===== config.mk =====
export PLATFORM = sky130hd
export DESIGN_NAME = fb_arbiter
export DESIGN_NICKNAME = d
export VERILOG_FILES = /design/src/rtl/fb_arb_pkg.sv /design/src/rtl/fb_wr_fifo.sv /design/src/rtl/fb_arbiter.sv
export SDC_FILE = /design/constraint.sdc
export NUM_CORES = 1
export LEC_CHECK = 0
export CAP_MARGIN = 40
export CORE_ASPECT_RATIO = 1.5
export CORE_MARGIN = 8
export CORE_UTILIZATION = 40
export CTS_BUF_LIST = sky130_fd_sc_hd__clkbuf_4 sky130_fd_sc_hd__clkbuf_8
export CTS_CLUSTER_DIAMETER = 40
export DETAILED_ROUTE_END_ITERATION = 12
export HOLD_SLACK_MARGIN = 0.1
export PLACE_DENSITY_LB_ADDON = 0.25
export SLEW_MARGIN = 20
export SYNTH_ARGS = -nofsm -noshare
export SYNTH_HDL_FRONTEND = slang
export SYNTH_SLANG_ARGS = --single-unit

===== constraint.sdc =====
create_clock -name clk -period 3 [get_ports clk]
set_input_delay 0.6 -clock clk [delete_from_list [all_inputs] [get_ports clk]]
set_output_delay 0.6 -clock clk [all_outputs]
set_load 0.02 [all_outputs]

===== src/rtl/fb_arb_pkg.sv =====
// Shared defaults and types for the framebuffer arbiter.
package fb_arb_pkg;

  localparam int unsigned AW_DEF            = 14;
  localparam int unsigned DW_DEF            = 8;
  localparam int unsigned FIFO_DEPTH_DEF    = 2;
  localparam bit          WR_BLANK_ONLY_DEF = 1'b0;

  // One buffered host write at default widths.
  typedef struct packed {
    logic [AW_DEF-1:0] addr;
    logic [DW_DEF-1:0] data;
  } wr_entry_t;

  // Swap request tracking.
  typedef enum logic {
    SW_IDLE    = 1'b0,
    SW_PENDING = 1'b1
  } swap_state_t;

endpackage


===== src/rtl/fb_wr_fifo.sv =====
// Host write buffer: power-of-two circular FIFO with count-based, registered full/empty.
module fb_wr_fifo
  import fb_arb_pkg::*;
#(
  parameter int unsigned DEPTH = FIFO_DEPTH_DEF,
  parameter type         T     = wr_entry_t
) (
  input  logic clk,
  input  logic rst_n,
  input  logic push,
  input  T     din,
  input  logic pop,
  output T     dout,
  output logic full,
  output logic empty
);

  localparam int unsigned PW = $clog2(DEPTH);
  localparam int unsigned CW = PW + 1;

  T               mem [DEPTH];
  logic [PW-1:0]  wr_ptr;
  logic [PW-1:0]  rd_ptr;
  logic [CW-1:0]  count;
  logic [CW-1:0]  count_nxt;
  logic           do_push;
  logic           do_pop;

  assign do_push = push && !full;
  assign do_pop  = pop && !empty;
  assign dout    = mem[rd_ptr];

  // Next occupancy; simultaneous push and pop leave it unchanged.
  always_comb begin
    count_nxt = count;
    if (do_push && !do_pop) begin
      count_nxt = count + 1'b1;
    end else if (do_pop && !do_push) begin
      count_nxt = count - 1'b1;
    end
  end

  // Pointers, occupancy and flags; flags follow the next count so they stay registered.
  always_ff @(posedge clk or negedge rst_n) begin
    if (!rst_n) begin
      wr_ptr <= '0;
      rd_ptr <= '0;
      count  <= '0;
      full   <= 1'b0;
      empty  <= 1'b1;
    end else begin
      if (do_push) wr_ptr <= wr_ptr + 1'b1;
      if (do_pop)  rd_ptr <= rd_ptr + 1'b1;
      count <= count_nxt;
      full  <= (count_nxt == CW'(DEPTH));
      empty <= (count_nxt == '0);
    end
  end

  // Entry storage needs no reset: occupancy gates every read.
  always_ff @(posedge clk) begin
    if (do_push) mem[wr_ptr] <= din;
  end

endmodule


===== src/rtl/fb_arbiter.sv =====
// Double-buffered framebuffer arbiter: display reads win the single RAM port,
// buffered host writes fill the back buffer, swaps commit at vertical begin.
module fb_arbiter
  import fb_arb_pkg::*;
#(
  parameter int unsigned AW            = AW_DEF,
  parameter int unsigned DW            = DW_DEF,
  parameter int unsigned FIFO_DEPTH    = FIFO_DEPTH_DEF,
  parameter bit          WR_BLANK_ONLY = WR_BLANK_ONLY_DEF
) (
  input  logic          clk,
  input  logic          rst_n,
  input  logic          clk_en,
  input  logic          active,
  input  logic          v_begin,
  input  logic          disp_req,
  input  logic [AW-1:0] disp_addr,
  output logic          disp_rvalid,
  output logic [DW-1:0] disp_rdata,
  input  logic          host_valid,
  output logic          host_ready,
  input  logic [AW-1:0] host_addr,
  input  logic [DW-1:0] host_data,
  input  logic          swap_req,
  output logic          swap_pending,
  output logic          swap_done,
  output logic          fb_sel,
  output logic          mem_en,
  output logic          mem_we,
  output logic [AW:0]   mem_addr,
  output logic [DW-1:0] mem_wdata,
  input  logic [DW-1:0] mem_rdata
);

  typedef struct packed {
    logic [AW-1:0] addr;
    logic [DW-1:0] data;
  } entry_t;

  entry_t      push_entry;
  entry_t      head;
  logic        fifo_full;
  logic        fifo_empty;
  logic        push;
  logic        wr_eligible;
  logic        commit;
  swap_state_t swap_state;

  assign host_ready  = !fifo_full && !swap_pending;
  assign push        = host_valid && host_ready;
  assign push_entry  = '{addr: host_addr, data: host_data};
  assign wr_eligible = !fifo_empty && (!WR_BLANK_ONLY || !active);
  // Host is blocked while a swap is pending, so an empty FIFO here means the back buffer is complete.
  assign commit      = clk_en && v_begin && swap_pending && fifo_empty;
  assign disp_rdata  = mem_rdata;

  fb_wr_fifo #(
    .DEPTH (FIFO_DEPTH),
    .T     (entry_t)
  ) u_wr_fifo (
    .clk   (clk),
    .rst_n (rst_n),
    .push  (push),
    .din   (push_entry),
    .pop   (mem_we),
    .dout  (head),
    .full  (fifo_full),
    .empty (fifo_empty)
  );

  // RAM port mux: display read first, then a host write to the back buffer; idle while in reset.
  always_comb begin
    mem_en    = 1'b0;
    mem_we    = 1'b0;
    mem_addr  = {fb_sel, disp_addr};
    mem_wdata = head.data;
    if (!rst_n) begin
      mem_en = 1'b0;
    end else if (disp_req) begin
      mem_en = 1'b1;
    end else if (wr_eligible) begin
      mem_en   = 1'b1;
      mem_we   = 1'b1;
      mem_addr = {~fb_sel, head.addr};
    end
  end

  // Display read return: fixed one-cycle latency.
  always_ff @(posedge clk or negedge rst_n) begin
    if (!rst_n) begin
      disp_rvalid <= 1'b0;
    end else begin
      disp_rvalid <= disp_req;
    end
  end

  // Swap FSM: latch a request, flip the front buffer at a drained frame start.
  always_ff @(posedge clk or negedge rst_n) begin
    if (!rst_n) begin
      swap_state   <= SW_IDLE;
      swap_pending <= 1'b0;
      swap_done    <= 1'b0;
      fb_sel       <= 1'b0;
    end else begin
      swap_done <= 1'b0;
      case (swap_state)
        SW_IDLE: begin
          if (swap_req) begin
            swap_state   <= SW_PENDING;
            swap_pending <= 1'b1;
          end
        end
        SW_PENDING: begin
          if (commit) begin
            swap_state   <= SW_IDLE;
            swap_pending <= 1'b0;
            swap_done    <= 1'b1;
            fb_sel       <= ~fb_sel;
          end
        end
        default: begin
          swap_state   <= SW_IDLE;
          swap_pending <= 1'b0;
        end
      endcase
    end
  end

endmodule


======== After elaboration in Yosys (flattened, before gate mapping) ========
Memories as Yosys holds them, arrays and structs flattened.
Cells that the tools add are included.
storage, ports and cells
  memories kept ........................... 1
  word-level logic and storage cells ...... 57
  bits in registers ....................... 11
  input bits .............................. 52
  RAM bits ................................ 44
  latch bits .............................. 0
  memory bits (read-only) ................. 0
memories
  name           depth  width  rd ports  clocked after memory_dff  wr ports  RTL line          RTL
  u_wr_fifo.mem  2      22     1         0                         1         fb_wr_fifo.sv:21  T mem [DEPTH];
cells by class
  bitwise gates (word level) .............. 2
  $add $sub $neg .......................... 4
  equality and inequality tests ........... 3
  muxes and demuxes ....................... 20
  order comparisons ....................... 0
  shifts and indexed selects .............. 0
  div/mod/pow operators ................... 0
  reduce and logical (&&, ||, !) cells .... 17
  multipliers ............................. 0
operator list
  kind                   number
  $mux W15               3
  $mux W1                13
  $logic_and A1 B1 Y1    9
  $logic_not A1 Y1       5
  $mux W2                2
  $ne A2 B2 Y1 const B   2
  $pmux W1 S2            2
  $reduce_and A2 Y1      2
  $add A1 B1 Y1 const B  2
  $add A2 B1 Y2 const B  1
  $eq A2 B2 Y1 const B   1
  $logic_not A2 Y1       1
  $not A1 Y1             2
  $sub A2 B1 Y2 const B  1

======== Logic depth before layout (Yosys ltp) ========
  depth in word-level cells ............... 9
  mapped depth ............................ 5

======== Cells and area by module ========
A second synthesis with hierarchy kept.
second synthesis, totals
  cells, all modules ...................... 140
  area, all modules ....................... 2421.1 µm²
by module, submodules not included
  module      times used  cells each  sequential area each (µm²)  area each (µm²)
  fb_wr_fifo  1           98          1472.7                      1930.6
  fb_arbiter  1           42          125.1                       490.5

======== Least setup slack after synthesis ========
OpenSTA, ideal clock, no wires.
  kind .................................... input-to-reg
  from .................................... input port host_valid
  to ...................................... memory u_wr_fifo.mem[0][0] (netlist name) (enable)
  data arrival time ....................... 2.024 ns
  setup slack ............................. 0.576 ns
  stages on the path ...................... 3
  buffers on the path ..................... 1
  path through ............................ or3b_1 > buf_2 > nor2_1
between the ends
  cells in the longest elaborated chain, start to end .. 4
ends and longest elaborated chain
  element                        RTL line          RTL
  from (decl)                    fb_arbiter.sv:20  input logic host_valid,
  $logic_and A1 B1 Y1            fb_arbiter.sv:50  assign push = host_valid && host_ready;
  $logic_and A1 B1 Y1            fb_wr_fifo.sv:29  assign do_push = push && !full;
  $mux W1                        fb_wr_fifo.sv:62  if (do_push) mem[wr_ptr] <= din;
  $mux W1 (not written as such)  fb_wr_fifo.sv:62
  to (decl)                      fb_wr_fifo.sv:21
No other way between the ends.

======== Worst setup path after layout ========
  from .................................... input port disp_req
  to ...................................... output port mem_we
between the ends
  cells in the longest elaborated chain, start to end .. 2
ends and longest elaborated chain
  element      RTL line          RTL
  from (decl)  fb_arbiter.sv:16  input logic disp_req,
  $mux W1      fb_arbiter.sv:79  end else if (disp_req) begin
  $mux W1      fb_arbiter.sv:77  if (!rst_n) begin
  to (decl)    fb_arbiter.sv:29  output logic mem_we,
No other way between the ends.

==> results.md <==
- Status: complete, no violations
- Transition time of the tightest slew-check pin: 0.337 ns
- Max cap viols: 0
- Critical Path Max Stage Delay: 0.63 ns
- Comb pwr share: 35.0%
- Slowest library cell on the worst path: clkdlybuf4s50_1
- R2R setup slack: 1.39 ns
- Area contributors post-synth: edfxtp_1 58%, dfrtp_1 11%, mux2i_1 6.6%, mux2_2 4.0%, nor2_1 3.3%
- Clk pwr share: 22.5%
- CTS Buf Count: 5
- Net count after synthesis: 208
- CTS tree: done
- Critical Path AT: 2.19 ns
- Post-route design area: 3220 um2
- Met3 Track Usage GR: 4.32%
- Grt total ovfl: 0
- Crit start category: primary input
- Post-CTS setup buffers: 0
- Drt total wl: 4.90 mm
- Clock tree root buffer cell: clkbuf_8
- Met2 usage: 21.0%
- Crit share post-route: 92.9%
- Global-route met1 utilization: 11.6%
- Buffer and inverter count on the worst path: 3
- Clk_skew: 0.00930 ns
- Mapped Cells: 156
- R2R depth: 3
- Critical Path RT: 2.40 ns
- Post-synth EDFFs: 44
- Critical Path End Type: output pin
- First-pass GRT wire length: 7.65 mm
- Initial core utilization: 41.6%
- Final #Nets: 278
- Cell area after placement: 3050 um2
- Switch Pwr: 772 uW
- Top-area cell type share of the netlist area: 58.3%
- CP Class: primary input to output pin
- Clock tree sinks: 55
- Pin count of the biggest net entering global routing: 35
- Syn. warnings: 0
- Via/cell ratio: 4.76
- PortBufs: 72
- Yosys cell types: 23
- Initial DRT Pass Iterations: 4
- Clock insertion delay at the later pin of the skew report: 0.30 ns
- Residual DRC: 0
- Via count of the first global-routing pass: 1523
- Critical Path End: mem_we
- Final setup fails: 0
- Sw Share: 30.5%
- Pwr dens: 787 nW/um2
- RSZ-0062 raised after global routing: no
- H-tree depth: 2
- Prevailing post-synth register cell: edfxtp_1
- Seq/Total Area, Yosys: 70.6%
- Num ports: 90
- Die Ht: 108 um
- Delay-heaviest family, CP: buffers and inverters
- Layout cells sized above 1: 11.9%
- Static leakage power: 0.00131 uW
- Max-slew violations: 0
- Die width: 77.4 um
- Max Clk Rate: 0.359 GHz
- Worst setup startpoint: disp_req
- N_diodes: 0
- Synth Cell Area: 2260 um2
- Synthesized area per cell: 14.5 um2
- Clk slew on worst S/H paths: 0.10 ns
- Synth area leader: edfxtp_1
- Seq cells post-synth: 55
- WP depth: 4
- Share of power burned in registers: 42.6%
- Placement Rows: 33
- Core ar.: 5450 um2
- CP max FO: 34
- Ys async rst share: 20.0%
- Worst hold path type: register to register
- WL per Instance: 16.5 um
- Final TNS setup: 0 ns
- Final GP Congestion: 0.801
- Clock Path Buffers: 2
- Initial antenna violation count: 0
- Die Footprint: 8370 um2
- Total GRT Usage: 11.8%
- Max IR drop VDD: 495 uV
- Cell mode on critical path: clkdlybuf4s50_1
- Iteration-0 DRC Markers: 81
- Dpl hpwl: 3.57 mm
- Grt peak-use layer: met2
- Fill count: 452
- Reg2reg start: swap_pending$_DFFE_PN0P_
- Internal power: 1760 uW
- Remaining antenna violation count: 0
- Hold Crit Start: swap_state$_DFF_PN0_
- Relative slew slack: 77.5%
- Crit path time final: 2.79 ns
- RR Endpoint: u_wr_fifo.mem[0][7]$_DFFE_PP_
- Hold Violations, Final: 0
- Critical Path, Cell by Cell: clkdlybuf4s50_1 -> nor3b_4 -> buf_12 -> clkdlybuf4s50_1
- Routed via count: 1413
- Area Growth Syn to Fin: 42.2%
[cell usage in the layout (no fill, tap or decap)]
cell type	Yosys	layout
bufinv_16	0	2
o211ai_1	1	1
and3_1	2	2
mux2_2	8	8
nor3b_4	1	1
clkinvlp_4	0	1
dlymetal6s2s_1	0	15
mux2i_1	15	15
a21boi_0	1	1
dfstp_2	1	1
clkbuf_8	0	5
clkdlybuf4s50_1	0	57
xor2_1	3	3
nand2_1	5	5
dfrtp_1	10	10
buf_4	8	6
xnor2_1	4	4
edfxtp_1	44	44
nor2b_1	1	1
inv_1	3	3
and2_4	1	1
a21oi_1	14	14
nor2_1	20	19
nand3_1	4	4
buf_12	0	1
o21ai_0	1	1
nor2_2	0	1
or3b_1	1	1
[synthesized netlist by cell type (all sizes together) (2+ instances only)]
library cell  number
inv                3
xor2               3
mux2i             15
nand2              5
edfxtp            44
buf               12
a21oi             14
mux2               8
clkbuf             4
and3               2
dfrtp             10
xnor2              4
nor2              20
nand3              4
[worst min path at each step]
stage / to / slack [ns] / depth (start not counted)
6_report: swap_pending$_DFFE_PN0P_ / 0.50 / 1
5_1_grt: swap_pending$_DFFE_PN0P_ / 0.54 / 1
4_1_cts: swap_pending$_DFFE_PN0P_ / 0.49 / 1
3_5_place_dp: swap_pending$_DFFE_PN0P_ / 0.48 / 1
3_3_place_gp: swap_pending$_DFFE_PN0P_ / 0.47 / 1
2_1_floorplan: disp_rvalid$_DFF_PN0_ / 0.30 / 0
[registers in the layout, summed over array words and instances, names as in the netlist]
| signal | cells |
|---|---|
| u_wr_fifo.mem | 44 |
| swap_done | 1 |
| u_wr_fifo.count | 2 |
| u_wr_fifo.rd_ptr | 1 |
| u_wr_fifo.wr_ptr | 1 |
| swap_state | 1 |
| disp_rvalid | 1 |
| fb_sel | 1 |
| u_wr_fifo.empty | 1 |
| u_wr_fifo.full | 1 |
| swap_pending | 1 |
[cell families after synthesis]
| family | Yosys count | share of synthesized area (%) |
|---|---|---|
| buffers and inverters | 19 | 4.70 |
| xor gates and xnor gates | 7 | 2.71 |
| muxes | 23 | 10.6 |
| and+or+nand+nor | 35 | 7.46 |
| DFF | 55 | 70.6 |
| AOI/OAI and AO/OA | 17 | 3.98 |
[final cells by class]
cell class | count | area (um2) | area share, %
multi-input cells | 82 | 563 | 17.5
repair buffers | 79 | 823 | 25.6
flip-flops and latches | 55 | 1600 | 49.6
clock buffers | 5 | 68.8 | 2.14
well taps | 70 | 87.6 | 2.72
clock inverters | 3 | 67.6 | 2.10
inverters | 3 | 11.3 | 0.350
[stage by stage]
stage | total power, uW | std cells | setup slack (ns) | hold WS [ns] | utilization, %
final | 2530 | 297 | 0.213 | 0.504 | 59.1
after CTS | 2590 | 297 | 0.0177 | 0.495 | 58.4
after floorplan | 1630 | 156 | 0.576 | 0.304 | -
after detailed placement | 2010 | 289 | 0.0223 | 0.481 | 55.9
after global placement | 2000 | 289 | 0.0285 | 0.473 | 55.9
after global routing | 2680 | 297 | 0.147 | 0.543 | 59.1
[layer usage]
layer / routed length [um] / share of wire [%]
met2: 2620 / 54
met5: 0 / 0
met4: 131 / 2.7
met3: 358 / 7.3
met1: 1780 / 36
[timing repair]
action,4_1_cts,5_1_grt
setup endpoints to repair,0,15
endpoints found under the hold margin,0,0
resized for setup,0,15
hold buffers,0,0
[power groups by stage]
stage	clock network, uW	logic [uW]	registers [uW]
CTS	588	921	1080
global placement	0	908	1090
finish	569	886	1080
detailed placement	0	917	1100
floorplan	0	548	1080
global route	620	963	1100
Power figures use the tool's default switching activity.
